`config.mk`:
```
export PLATFORM = sky130hd
export DESIGN_NAME = cache_arbiter
export DESIGN_NICKNAME = d
export VERILOG_FILES = /design/src/rtl/arb_pkg.sv /design/src/rtl/cache_arbiter.sv
export SDC_FILE = /design/constraint.sdc
export NUM_CORES = 1
export LEC_CHECK = 0
export ABC_AREA = 1
export CAP_MARGIN = 40
export CELL_PAD_IN_SITES_DETAIL_PLACEMENT = 1
export CELL_PAD_IN_SITES_GLOBAL_PLACEMENT = 1
export CORE_AREA = 2 2 539 541
export CTS_BUF_LIST = sky130_fd_sc_hd__clkbuf_16
export DETAILED_ROUTE_END_ITERATION = 8
export DIE_AREA = 0 0 541 543
export GPL_ROUTABILITY_DRIVEN = 0
export GPL_TIMING_DRIVEN = 1
export PLACE_DENSITY = 0.3
export SYNTH_ARGS = -nofsm -noshare
export SYNTH_HDL_FRONTEND = slang
export SYNTH_SLANG_ARGS = --single-unit
```
`constraint.sdc`:
```
create_clock -name clk -period 11.8 [get_ports clk]
set_clock_uncertainty 0.15 [all_clocks]
set_input_delay 1.77 -clock clk [delete_from_list [all_inputs] [get_ports clk]]
set_output_delay 1.77 -clock clk [all_outputs]
set_load 0.02 [all_outputs]
```
`src/rtl/arb_pkg.sv`:
```
// Shared types and default widths for the I/D cache-to-memory arbiter.
package arb_pkg;

    localparam int ARB_ADDR_WIDTH = 32;
    localparam int ARB_LINE_WIDTH = 256;

    // Arbiter sequencing: wait, serve one cache, then one quiet cycle.
    typedef enum logic [1:0] {
        IDLE    = 2'd0,
        SERVE_I = 2'd1,
        SERVE_D = 2'd2,
        RELEASE = 2'd3
    } arb_state_t;

    // Which cache currently owns (or last owned) the memory port.
    typedef enum logic {
        OWNER_I = 1'b0,
        OWNER_D = 1'b1
    } arb_owner_t;

endpackage

```
`src/rtl/cache_arbiter.sv`:
```
// Shares one line-wide memory port between an I-cache and a D-cache.
// One request is latched at a time; the response is routed only to the
// owner, and ties alternate round-robin starting with the D-cache.
module cache_arbiter
    import arb_pkg::*;
#(
    parameter int ADDR_WIDTH = ARB_ADDR_WIDTH,
    parameter int LINE_WIDTH = ARB_LINE_WIDTH
) (
    input  logic                  clk,
    input  logic                  rst,
    // I-cache port
    input  logic                  i_pmem_read,
    input  logic [ADDR_WIDTH-1:0] i_pmem_address,
    output logic [LINE_WIDTH-1:0] i_pmem_rdata,
    output logic                  i_pmem_resp,
    // D-cache port
    input  logic                  d_pmem_read,
    input  logic                  d_pmem_write,
    input  logic [ADDR_WIDTH-1:0] d_pmem_address,
    input  logic [LINE_WIDTH-1:0] d_pmem_wdata,
    output logic [LINE_WIDTH-1:0] d_pmem_rdata,
    output logic                  d_pmem_resp,
    // Shared memory port
    output logic                  mem_read,
    output logic                  mem_write,
    output logic [ADDR_WIDTH-1:0] mem_address,
    output logic [LINE_WIDTH-1:0] mem_wdata,
    input  logic [LINE_WIDTH-1:0] mem_rdata,
    input  logic                  mem_resp
);

    // Two-way round-robin: D wins when alone, or on a tie after an I grant.
    function automatic arb_owner_t pick_owner(input logic i_pend, input logic d_pend,
                                              input arb_owner_t last);
        return (d_pend && (!i_pend || last == OWNER_I)) ? OWNER_D : OWNER_I;
    endfunction

    arb_state_t             state_reg,      state_next;
    arb_owner_t             last_grant_reg, last_grant_next;
    logic                   op_read_reg,    op_read_next;
    logic                   op_write_reg,   op_write_next;
    logic [ADDR_WIDTH-1:0]  addr_reg,       addr_next;
    logic [LINE_WIDTH-1:0]  wdata_reg,      wdata_next;

    logic       i_pending;
    logic       d_pending;
    arb_owner_t grant_owner;
    logic       serving;

    assign i_pending   = i_pmem_read;
    assign d_pending   = d_pmem_read | d_pmem_write;
    assign grant_owner = pick_owner(i_pending, d_pending, last_grant_reg);

    // Next-state and grant/latch selection; everything holds unless granted.
    always_comb begin
        state_next      = state_reg;
        last_grant_next = last_grant_reg;
        op_read_next    = op_read_reg;
        op_write_next   = op_write_reg;
        addr_next       = addr_reg;
        wdata_next      = wdata_reg;
        case (state_reg)
            IDLE: begin
                if (i_pending || d_pending) begin
                    last_grant_next = grant_owner;
                    if (grant_owner == OWNER_D) begin
                        state_next    = SERVE_D;
                        addr_next     = d_pmem_address;
                        wdata_next    = d_pmem_wdata;
                        // Read+write together is illegal; the write-back wins.
                        op_write_next = d_pmem_write;
                        op_read_next  = d_pmem_read & ~d_pmem_write;
                    end else begin
                        state_next    = SERVE_I;
                        addr_next     = i_pmem_address;
                        op_write_next = 1'b0;
                        op_read_next  = 1'b1;
                    end
                end
            end
            SERVE_I, SERVE_D: begin
                if (mem_resp) begin
                    state_next = RELEASE;
                end
            end
            RELEASE: begin
                state_next = IDLE;
            end
            default: begin
                state_next = IDLE;
            end
        endcase
    end

    // State and latch registers; reset abandons any in-flight transaction.
    always_ff @(posedge clk or posedge rst) begin
        if (rst) begin
            state_reg      <= IDLE;
            last_grant_reg <= OWNER_I;
            op_read_reg    <= 1'b0;
            op_write_reg   <= 1'b0;
            addr_reg       <= '0;
            wdata_reg      <= '0;
        end else begin
            state_reg      <= state_next;
            last_grant_reg <= last_grant_next;
            op_read_reg    <= op_read_next;
            op_write_reg   <= op_write_next;
            addr_reg       <= addr_next;
            wdata_reg      <= wdata_next;
        end
    end

    assign serving = (state_reg == SERVE_I) || (state_reg == SERVE_D);

    // Output decode: commands only while serving, response only to the owner.
    always_comb begin
        mem_read     = serving & op_read_reg;
        mem_write    = serving & op_write_reg;
        mem_address  = addr_reg;
        mem_wdata    = wdata_reg;
        i_pmem_resp  = (state_reg == SERVE_I) & mem_resp;
        d_pmem_resp  = (state_reg == SERVE_D) & mem_resp;
        i_pmem_rdata = mem_rdata;
        d_pmem_rdata = mem_rdata;
    end

endmodule

```
Word level (Yosys, flattened, before mapping)
Index checks and enable logic that the tools add are counted.
{"block": "totals", "ff_bits": 293, "latchBits": 0, "ram_bits": 0, "romBits": 0, "input_bits": 582, "output_inout_bits": 804, "wordCells": 37, "memories": 0}
{"block": "op_classes", "addsub": 0, "n_mul": 0, "n_div": 0, "n_lt_le_gt_ge": 0, "eq_ne": 5, "n_shift": 0, "mux": 8, "bitwise_logic": 8, "reduce_logical": 10}
{"operator": "32-bit two-way mux", "count": 1}
{"operator": "2-bit two-way mux", "count": 3}
{"operator": "2-bit one-hot mux with 3 select lines", "count": 1}
{"operator": "1-bit bitwise AND", "count": 5}
{"operator": "2-bit equality test, second input constant", "count": 2}
{"operator": "2-bit != test, second input constant", "count": 2}
{"operator": "2-bit AND reduction", "count": 2}
{"operator": "1-bit logical OR", "count": 3}
{"operator": "1-bit two-way mux", "count": 3}
{"operator": "3-bit AND reduction", "count": 1}
{"operator": "2-bit by 1-bit equality test with 1-bit output, second input constant", "count": 1}
{"operator": "2-bit logical NOT", "count": 1}
{"operator": "1-bit NOT", "count": 2}
{"operator": "2-bit OR reduction", "count": 1}
{"operator": "1-bit logical AND", "count": 1}
{"operator": "1-bit logical NOT", "count": 1}
{"operator": "1-bit OR", "count": 1}

Depth between registers and ports, before layout
Gate-level depths: netlist of the first run.
{"block": "depth", "depth_word": 7, "mapped_depth": 8, "mapped_depth_nobuf": 7}

Least setup slack after synthesis of the first run
Ideal clock, no wire load.
{"block": "synth_timing", "kind": "in2out", "startpoint": "input mem_resp", "endpoint": "output d_pmem_resp", "arrival_time_ns": 1.940, "required_ns": 9.880, "slack_ns": 7.940, "path_stages": 2, "path_buffers": 0, "cell_sequence": "nand2_1 -> inv_1"}
{"block": "synth_between", "elab_chain_cells": 1}
{"item": "start: declaration", "line": "cache_arbiter.sv:30", "source": "input logic mem_resp"}
{"item": "1-bit bitwise AND", "line": "cache_arbiter.sv:124", "source": "d_pmem_resp = (state_reg == SERVE_D) & mem_resp;"}
{"item": "end: declaration", "line": "cache_arbiter.sv:23", "source": "output logic d_pmem_resp,"}
No other way between the ends.

Final worst setup path of the first run
{"block": "layout_timing", "startpoint": "input mem_resp", "endpoint": "output i_pmem_resp"}
{"block": "layout_between", "elab_chain_cells": 1}
{"item": "1-bit bitwise AND", "line": "cache_arbiter.sv:123", "source": "i_pmem_resp = (state_reg == SERVE_I) & mem_resp;"}
{"item": "end: declaration", "line": "cache_arbiter.sv:16", "source": "output logic i_pmem_resp,"}
No other way between the ends.

==> reports/results.txt, run 1 <==
Endpoint kind of the worst setup timing path: a primary output. The number of instances in the synthesized netlist came out at 1887. Yosys mapped the design onto 17 distinct sky130hd cell types. Wires add up to 149000 µm. Number of global-route vias before repair: 14.0k.

The number of nets in the synthesized netlist is 2473. Counting the buffers created by CTS gives 51. In this run the vertical extent of the chip is 543 µm.

For the pin with the worst max-slew slack, the measured transition is 931 ps. The floorplan step defined a core boundary enclosing 287000 µm². The routed length per instance is 25.7 µm, and the clock period minus final worst setup slack is 4970 ps.

The tools report the area of the mapped netlist as 15500 µm². The tools report the number of hold-slack violations in the final timing report as 0. Remaining routing DRC violations: 0.

The tools report the initial core utilization as 5.38%. Summed over all failing endpoints, the final setup total negative slack is 0 ps. The flow ran to the end, and the final reports show no timing, DRC or antenna violations.

Setup violations remaining at the end of the flow were counted as 0. Dividing the final minimum period by the clock period gives 42.1%. The parity-gate share of the synthesized area counting xor and xnor cells is 0%. The tools report the arrival time at the worst endpoint as 3050 ps. Floorplan row count: 197. TritonCTS built the clock tree. The synthesized netlist devotes 0.154% of its cell area to compound gates. The critical path is of the input port to primary output type. From synthesis to final layout, the design area changed by 55.5%.

By area the synthesized netlist is led by sky130_fd_sc_hd__dfrtp_1 47%, sky130_fd_sc_hd__buf_4 26%, sky130_fd_sc_hd__nand2_1 23%, sky130_fd_sc_hd__nand3_1 1.1%, sky130_fd_sc_hd__buf_2 1.0%. For the largest net degree at the start of global routing, the log shows 128. The portion of netlist area occupied by mux cells came out at 0%. The detail route stage leaves a number of antenna-violating nets equal to 0.

The tools report the detailed-routing iteration count for the pre-antenna-repair pass as 4. The die span in x was 541 µm. Area share of the leading cell type in the synthesized netlist: 47.4%. In this run the post-CTS setup repair buffer count came out at 0. For this run, the number of standard cells in the final layout without fillers is 5821.

After synthesis, the mean cell area works out to 8.20 µm². For the clock network latency to the later pin of the worst-skew pair, the log shows 690 ps. The HPWL after detailed placement is 127000 µm, and the simple-gate share of the synthesized area is 24.3%. The register with the most flip-flops in the layout has 256 of them. The tools report the global routing usage summed across all routing layers as 9.90%. During synthesis, Yosys emitted a total of 0 warnings. The tools report the max-cap violation count as 0. For the sequential cell area fraction in the yosys report, the log shows 47.4%. The root buffer cell chosen for the clock tree is sky130_fd_sc_hd__clkbuf_16. 1386 I/O pins were placed.

Cells fill 8.37% of the core in the end. The clock slew seen by the registers of the worst setup and hold paths is 60 ps, and the peak supply drop is 0.128 mV. The routed layout has 12.7k vias. Setup repair after global routing left no endpoint under its margin. The worst setup path is launched from an input port. The logs give 2581 for the number of nets in the finished design and 0 for the count of cells resized by post-cts repair. Number of slew-limit violations in the final report: 0. After detailed placement, the design holds a cell count of 5721. In the final layout, the share of cells above drive strength 1 is 4.81%.

After detailed routing, the number of vias per cell comes to 2.18. In this run the tool buffered the top-level ports with 617 buffer cells. After Yosys synthesis, full adders, half adders and majority gates account for 0.323% of the synthesized area.

STA puts the critical path data required time at 9880 ps. The clock drives 293 sinks. The path class of the tightest hold or removal check is flip-flop to flip-flop. The maximum clock insertion buffer count is 3, and the number of antenna violations at the first check in global routing is 28. Static timing analysis puts the maximum clock frequency at 0.201 GHz. The worst relative slew slack is 37.9%. The total congestion overflow after global routing was 0. The logs give 0 for the number of hold buffers added after CTS and 2 for the deepest level of the CTS H-tree. The areal power density over the cells was 285 nW/µm²; the leakage power figure was 9.90 nW. The highest net fanout along the worst path works out to 3.

The main combinational cell family by area after synthesis is buffers and inverters. The number of synthesized register bits was 293. The first global-routing pass estimated 184000 µm of wire. The detailed router finished its first iteration with 429 violations. The design draws 6.87 mW. The run gives 294000 µm² as the area enclosed by the die boundary.

Of all cell types, the one taking the most synthesized area is sky130_fd_sc_hd__dfrtp_1.
## placed cells by master, fill, tap and decap left out, drive strengths merged
cell type and instances:
a21oi 1, buf 21, bufinv 2, clkbuf 52, clkdlybuf4s50 617, clkinv 24, clkinvlp 3, dfrtp 293
diode 4, ha 4, inv 28, nand2 949, nand3 35, nor2 4, o21ai 3
## Yosys cell counts
cell	number
sky130_fd_sc_hd__a21oi_1	1
sky130_fd_sc_hd__inv_2	2
sky130_fd_sc_hd__ha_1	4
sky130_fd_sc_hd__nand3_2	1
sky130_fd_sc_hd__buf_1	1
sky130_fd_sc_hd__buf_2	32
sky130_fd_sc_hd__inv_1	13
sky130_fd_sc_hd__o21ai_2	1
sky130_fd_sc_hd__o21ai_1	1
sky130_fd_sc_hd__o21ai_0	1
sky130_fd_sc_hd__nand2_1	947
sky130_fd_sc_hd__clkbuf_1	11
sky130_fd_sc_hd__nand3_1	34
sky130_fd_sc_hd__dfrtp_1	293
sky130_fd_sc_hd__nor2_1	4
sky130_fd_sc_hd__buf_4	539
sky130_fd_sc_hd__nand2_2	2
## path summary, 6_finish.rpt
check,from,to,slack [ps],cells after the start
hold / removal,mem_wdata[77],mem_wdata[77],330,2
min in group asynchronous,rst,mem_wdata[35],1450,2
hold reg to reg,mem_wdata[77],mem_wdata[77],330,2
setup reg to reg,state_reg[0],mem_wdata[210],8410,7
max in group asynchronous,rst,mem_address[10],8230,4
setup / recovery,mem_resp,i_pmem_resp,6830,4
## metal layers
| layer | vias to the layer above | global-route usage, % | wire length, µm |
|---|---|---|---|
| met4 | 0 | 3.74 | 5960 |
| met5 | - | 0 | 0 |
| met3 | 283 | 10.2 | 33700 |
| li1 | 5397 | - | - |
| met1 | 5872 | 8.91 | 46700 |
| met2 | 1122 | 14.7 | 63100 |
## power breakdown
group / switching [mW] / internal (mW) / leakage [nW] / total, mW
clock: 0.653 / 0.837 / 0.813 / 1.49
combinational: 2.26 / 1.24 / 5.46 / 3.50
sequential: 0.375 / 1.50 / 3.62 / 1.88
## critical path, cell delays in order
cell and delay (ps):
sky130_fd_sc_hd__clkdlybuf4s50_1 520, sky130_fd_sc_hd__nand2_1 70, sky130_fd_sc_hd__inv_1 50, sky130_fd_sc_hd__clkdlybuf4s50_1 630
## logic make-up (layout without fill, tap and decap cells)
kind of cell    count (synthesis)  after routing
other cells                     0              4
simple gates                  988            988
buf+inv                       598            747
fa+ha+maj                       4              4
compound gates                  4              4
flops                         293            293
## area by class of cell
type / instances / area (µm²)
Fill cell: 34100 / 263000
Clock inverter: 42 / 275
Multi-Input combinational cell: 996 / 3870
Sequential cell: 293 / 7330
Timing Repair Buffer: 638 / 6480
Antenna cell: 4 / 10.0
Inverter: 15 / 71.3
Tap cell: 3781 / 4730
Clock buffer: 52 / 1300
## stage by stage
step / area [µm²] / worst slack [ps] / hold slack, ps
after global placement: 22300 / 5760 / 311
after CTS: 24000 / 6780 / 331
after global routing: 24100 / 6780 / 359
after detailed placement: 22500 / 6300 / 318
final: 24100 / 6830 / 328
after floorplan: 15500 / 1790 / 303
(Power assumes the default switching activity.)
==> run 2: changes to the inputs <==
Settings changed: CORE_AREA 2 2 539 541 to 2 2 534 536, DIE_AREA 0 0 541 543 to 0 0 536 538, PLACE_DENSITY 0.3 to 0.31.
Clock period 11.8 ns to 4.5 ns, I/O delays scaled along.
==> run 2 against run 1 <==
First-iteration DRC count grew 14%; count of clock-buffer cells in the layout is 1 higher; total power increased to 2.6 times the previous value; flip-flop and latch count is the same; die area decreased by 1.8%; via count shrank 0.23%; non-clock buffer count increased by 13; combinational power increased to 2.6 times the previous value.
==> reports/results.txt, run 2 (synthesis gave the netlist of run 1 again) <==
Cell at the root of the clock tree: sky130_fd_sc_hd__clkbuf_16. The logic depth of the worst register-to-register path works out to 7 (unchanged). The transition at the pin with the smallest max-transition slack works out to 974 ps (+43.3 ps).

The clock period minus final worst setup slack was 3190 ps; the utilization after layout was 8.54% (+0.17 points). The routed length per instance was 25.3 µm (-1.6%). The run gives 9.98 nW (+0.82%) as the leakage power figure. The areal power density over the cells is 745 nW/µm² (+160%), and the count of cells resized by post-cts repair is 0 (unchanged). The signed area change from the synthesized netlist to the final layout came out at 56.4%. The number of hold-slack violations in the final timing report was 0 (unchanged); the die span in x was 536 µm (-0.92%). The tools report the clock sink total as 293 (unchanged). Net switching power of the design: 8.45 mW (+160%). The part of the total power dissipated in the clock network came out at 22.5% (+0.8 points). The tools report the total I/O pin count as 1386 (unchanged). The remaining routing DRC violations was 0 (unchanged); the vertical die dimension was 538 µm (-0.92%).

TritonCTS built the clock tree. The tools report the endpoint kind of the worst setup timing path as a primary output. The total negative setup slack was 0 ps (unchanged). The clock network latency to the later pin of the worst-skew pair was 660 ps (-30 ps). The endpoint identified for the worst register-to-register timing path is mem_wdata[110]. The run gives 126000 µm (-0.36%) as the HPWL after detailed placement. For the max-cap violation count, the log shows 0 (unchanged). The number of port buffers works out to 617 (unchanged). The logs give 9.84% (-0.063 points) for the global routing usage summed across all routing layers and 2 (unchanged) for the deepest level of the CTS H-tree. For the final hold slack, the log shows 128 ps (-200 ps). For the initial core utilization, the log shows 5.46% (+0.079 points). The number of nets in the finished design is 2594 (+0.50%). The run gives 0.338 mV (+160%) as the peak supply drop.

The first-pass GRT wire length was 179000 µm (-2.7%); the detailed-routing iteration count for the pre-antenna-repair pass was 4 (unchanged). The fraction of power consumed by combinational cells is 50.4% (-0.6 points), and the vias per cell is 2.17 (-0.13%). For the slack of the worst reg-to-reg path, the log shows 2140 ps (-6270 ps). The flip-flop count of the largest register after layout is 256 (unchanged).

For the total congestion overflow after global routing, the log shows 0 (unchanged). The highest net fanout along the worst path works out to 4 (+1). The run finished with clean final reports. The number of clock buffers inserted by TritonCTS came out at 51 (unchanged). The placeable core region was 283000 µm² (-1.4%). The required time reported for the critical path endpoint came out at 3670 ps (-6210 ps). For the violation count after the first detailed-route iteration, the log shows 490 (+14%). The number of hold buffers added after CTS was 0 (unchanged). The run gives 2360 ps (-690 ps) as the arrival time at the worst endpoint. The number of antenna violations at the first check in global routing was 29 (+3.6%); the internal power summed over all cells was 9.57 mW (+170%). The path class of the tightest hold or removal check is input port to asynchronous set/reset pin. The worst setup path is of the flip-flop to primary output kind. The maximum clock insertion buffer count is 3 (unchanged), and the number of global-route vias before repair is 14.0k (-0.057%).

The overall routed net length was 147000 µm (-1.7%); the area enclosed by the die boundary was 288000 µm² (-1.8%). The tools report the sequential share of power as 27.1% (-0.2 points). Number of vias after detailed routing: 12.6k (-0.23%).

The tools report the overall power of the completed layout as 18.0 mW (+160%). The count of final setup violators came out at 0 (unchanged). The run gives 0 (unchanged) as the number of nets with antenna violations after routing.

In the layout the commonest cells are 947 x sky130_fd_sc_hd__nand2_1, 617 x sky130_fd_sc_hd__clkdlybuf4s50_1, 293 x sky130_fd_sc_hd__dfrtp_1, 53 x sky130_fd_sc_hd__clkbuf_16, 34 x sky130_fd_sc_hd__nand3_1. Leaving out fill and tap cells, the most frequent cell in the layout is sky130_fd_sc_hd__nand2_1. The worst setup path is launched from a flip-flop. The fraction of layout instances using a drive strength above 1 was 5.95% (+1.1 points); the floorplan row count was 196 (-0.51%). Of the available clock period, the critical path in the final layout requires 70.8%. The logs give 0 (unchanged) for the number of slew-limit violations in the final report and 0 (unchanged) for the post-CTS setup-driven buffer insertion count.

Setup repair after global routing left no endpoint under its margin. The worst relative slew slack is 35.0% (-2.9 points), and the switching share of power is 46.9% (-1.0 points). The worst register-to-register path begins at state_reg[0]. The largest net degree at the start of global routing came out at 106 (-17%). The worst slack at placement was 1500 ps (-4800 ps); the worst path setup slack after routing was 1310 ps (-5510 ps). The clock slew seen by the registers of the worst setup and hold paths is 50 ps (about the same), and the achievable clock frequency is 0.314 GHz.
-- run 2: cell types whose count changed in the layout (fill, tap and decap cells not counted), moves of 4 or more --
cell | before | now
sky130_fd_sc_hd__clkinv_2 | 8 | 14
sky130_fd_sc_hd__buf_12 | 3 | 7
sky130_fd_sc_hd__inv_1 | 25 | 20
sky130_fd_sc_hd__clkinv_1 | 13 | 7
sky130_fd_sc_hd__buf_4 | 10 | 21
-- run 2: stage by stage --
stage | instances | instance area (µm²)
after global routing | 5811 | 24200
after global placement | 5711 | 22400
after floorplan | 1887 | 15500
after detailed placement | 5716 | 22500
final | 5815 | 24200
after CTS | 5810 | 24200
-- run 2: power groups by stage --
stage / clock network [mW] / registers (mW) / logic (mW)
2_1_floorplan: 0 / 6.13 / 2.98
3_3_place_gp: 0 / 4.91 / 9.43
3_5_place_dp: 0 / 4.90 / 9.47
4_1_cts: 4.32 / 4.93 / 9.52
5_1_grt: 4.36 / 5.08 / 10.1
6_report: 4.05 / 4.89 / 9.09
-- run 2: metal layers --
layer	vias to the layer above	track usage, %	wire length, µm
met2	1051	14.4	61100
met4	6	4.16	6560
met5	-	0	35
met3	277	9.85	33200
met1	5884	9.04	46000
li1	5427	-	-
-- run 2: area by class of cell --
type / instances / area, µm²
Antenna cell: 4 / 10.0
Fill cell: 33500 / 259000
Clock inverter: 41 / 323
Timing Repair Buffer: 651 / 6580
Sequential cell: 293 / 7330
Tap cell: 3762 / 4710
Inverter: 15 / 67.6
Multi-Input combinational cell: 996 / 3860
Clock buffer: 53 / 1330
-- run 2: critical path, cell delays in order (launching register included) --
cell and delay (ps):
sky130_fd_sc_hd__dfrtp_1 380, sky130_fd_sc_hd__inv_1 90, sky130_fd_sc_hd__ha_1 380, sky130_fd_sc_hd__nand2_1 130, sky130_fd_sc_hd__inv_1 90, sky130_fd_sc_hd__clkdlybuf4s50_1 640
-- run 2: how the worst max path moves through the flow --
stage / startpoint / end / slack, ps / depth (start not counted)
floorplan: rst / last_grant_reg / -210 / 1
global placement: d_pmem_write / mem_wdata[222] / 1450 / 8
detailed placement: d_pmem_write / mem_wdata[137] / 1500 / 8
CTS: state_reg[0] / mem_read / 1160 / 5
global route: state_reg[0] / mem_read / 1140 / 5
finish: state_reg[0] / mem_read / 1310 / 5
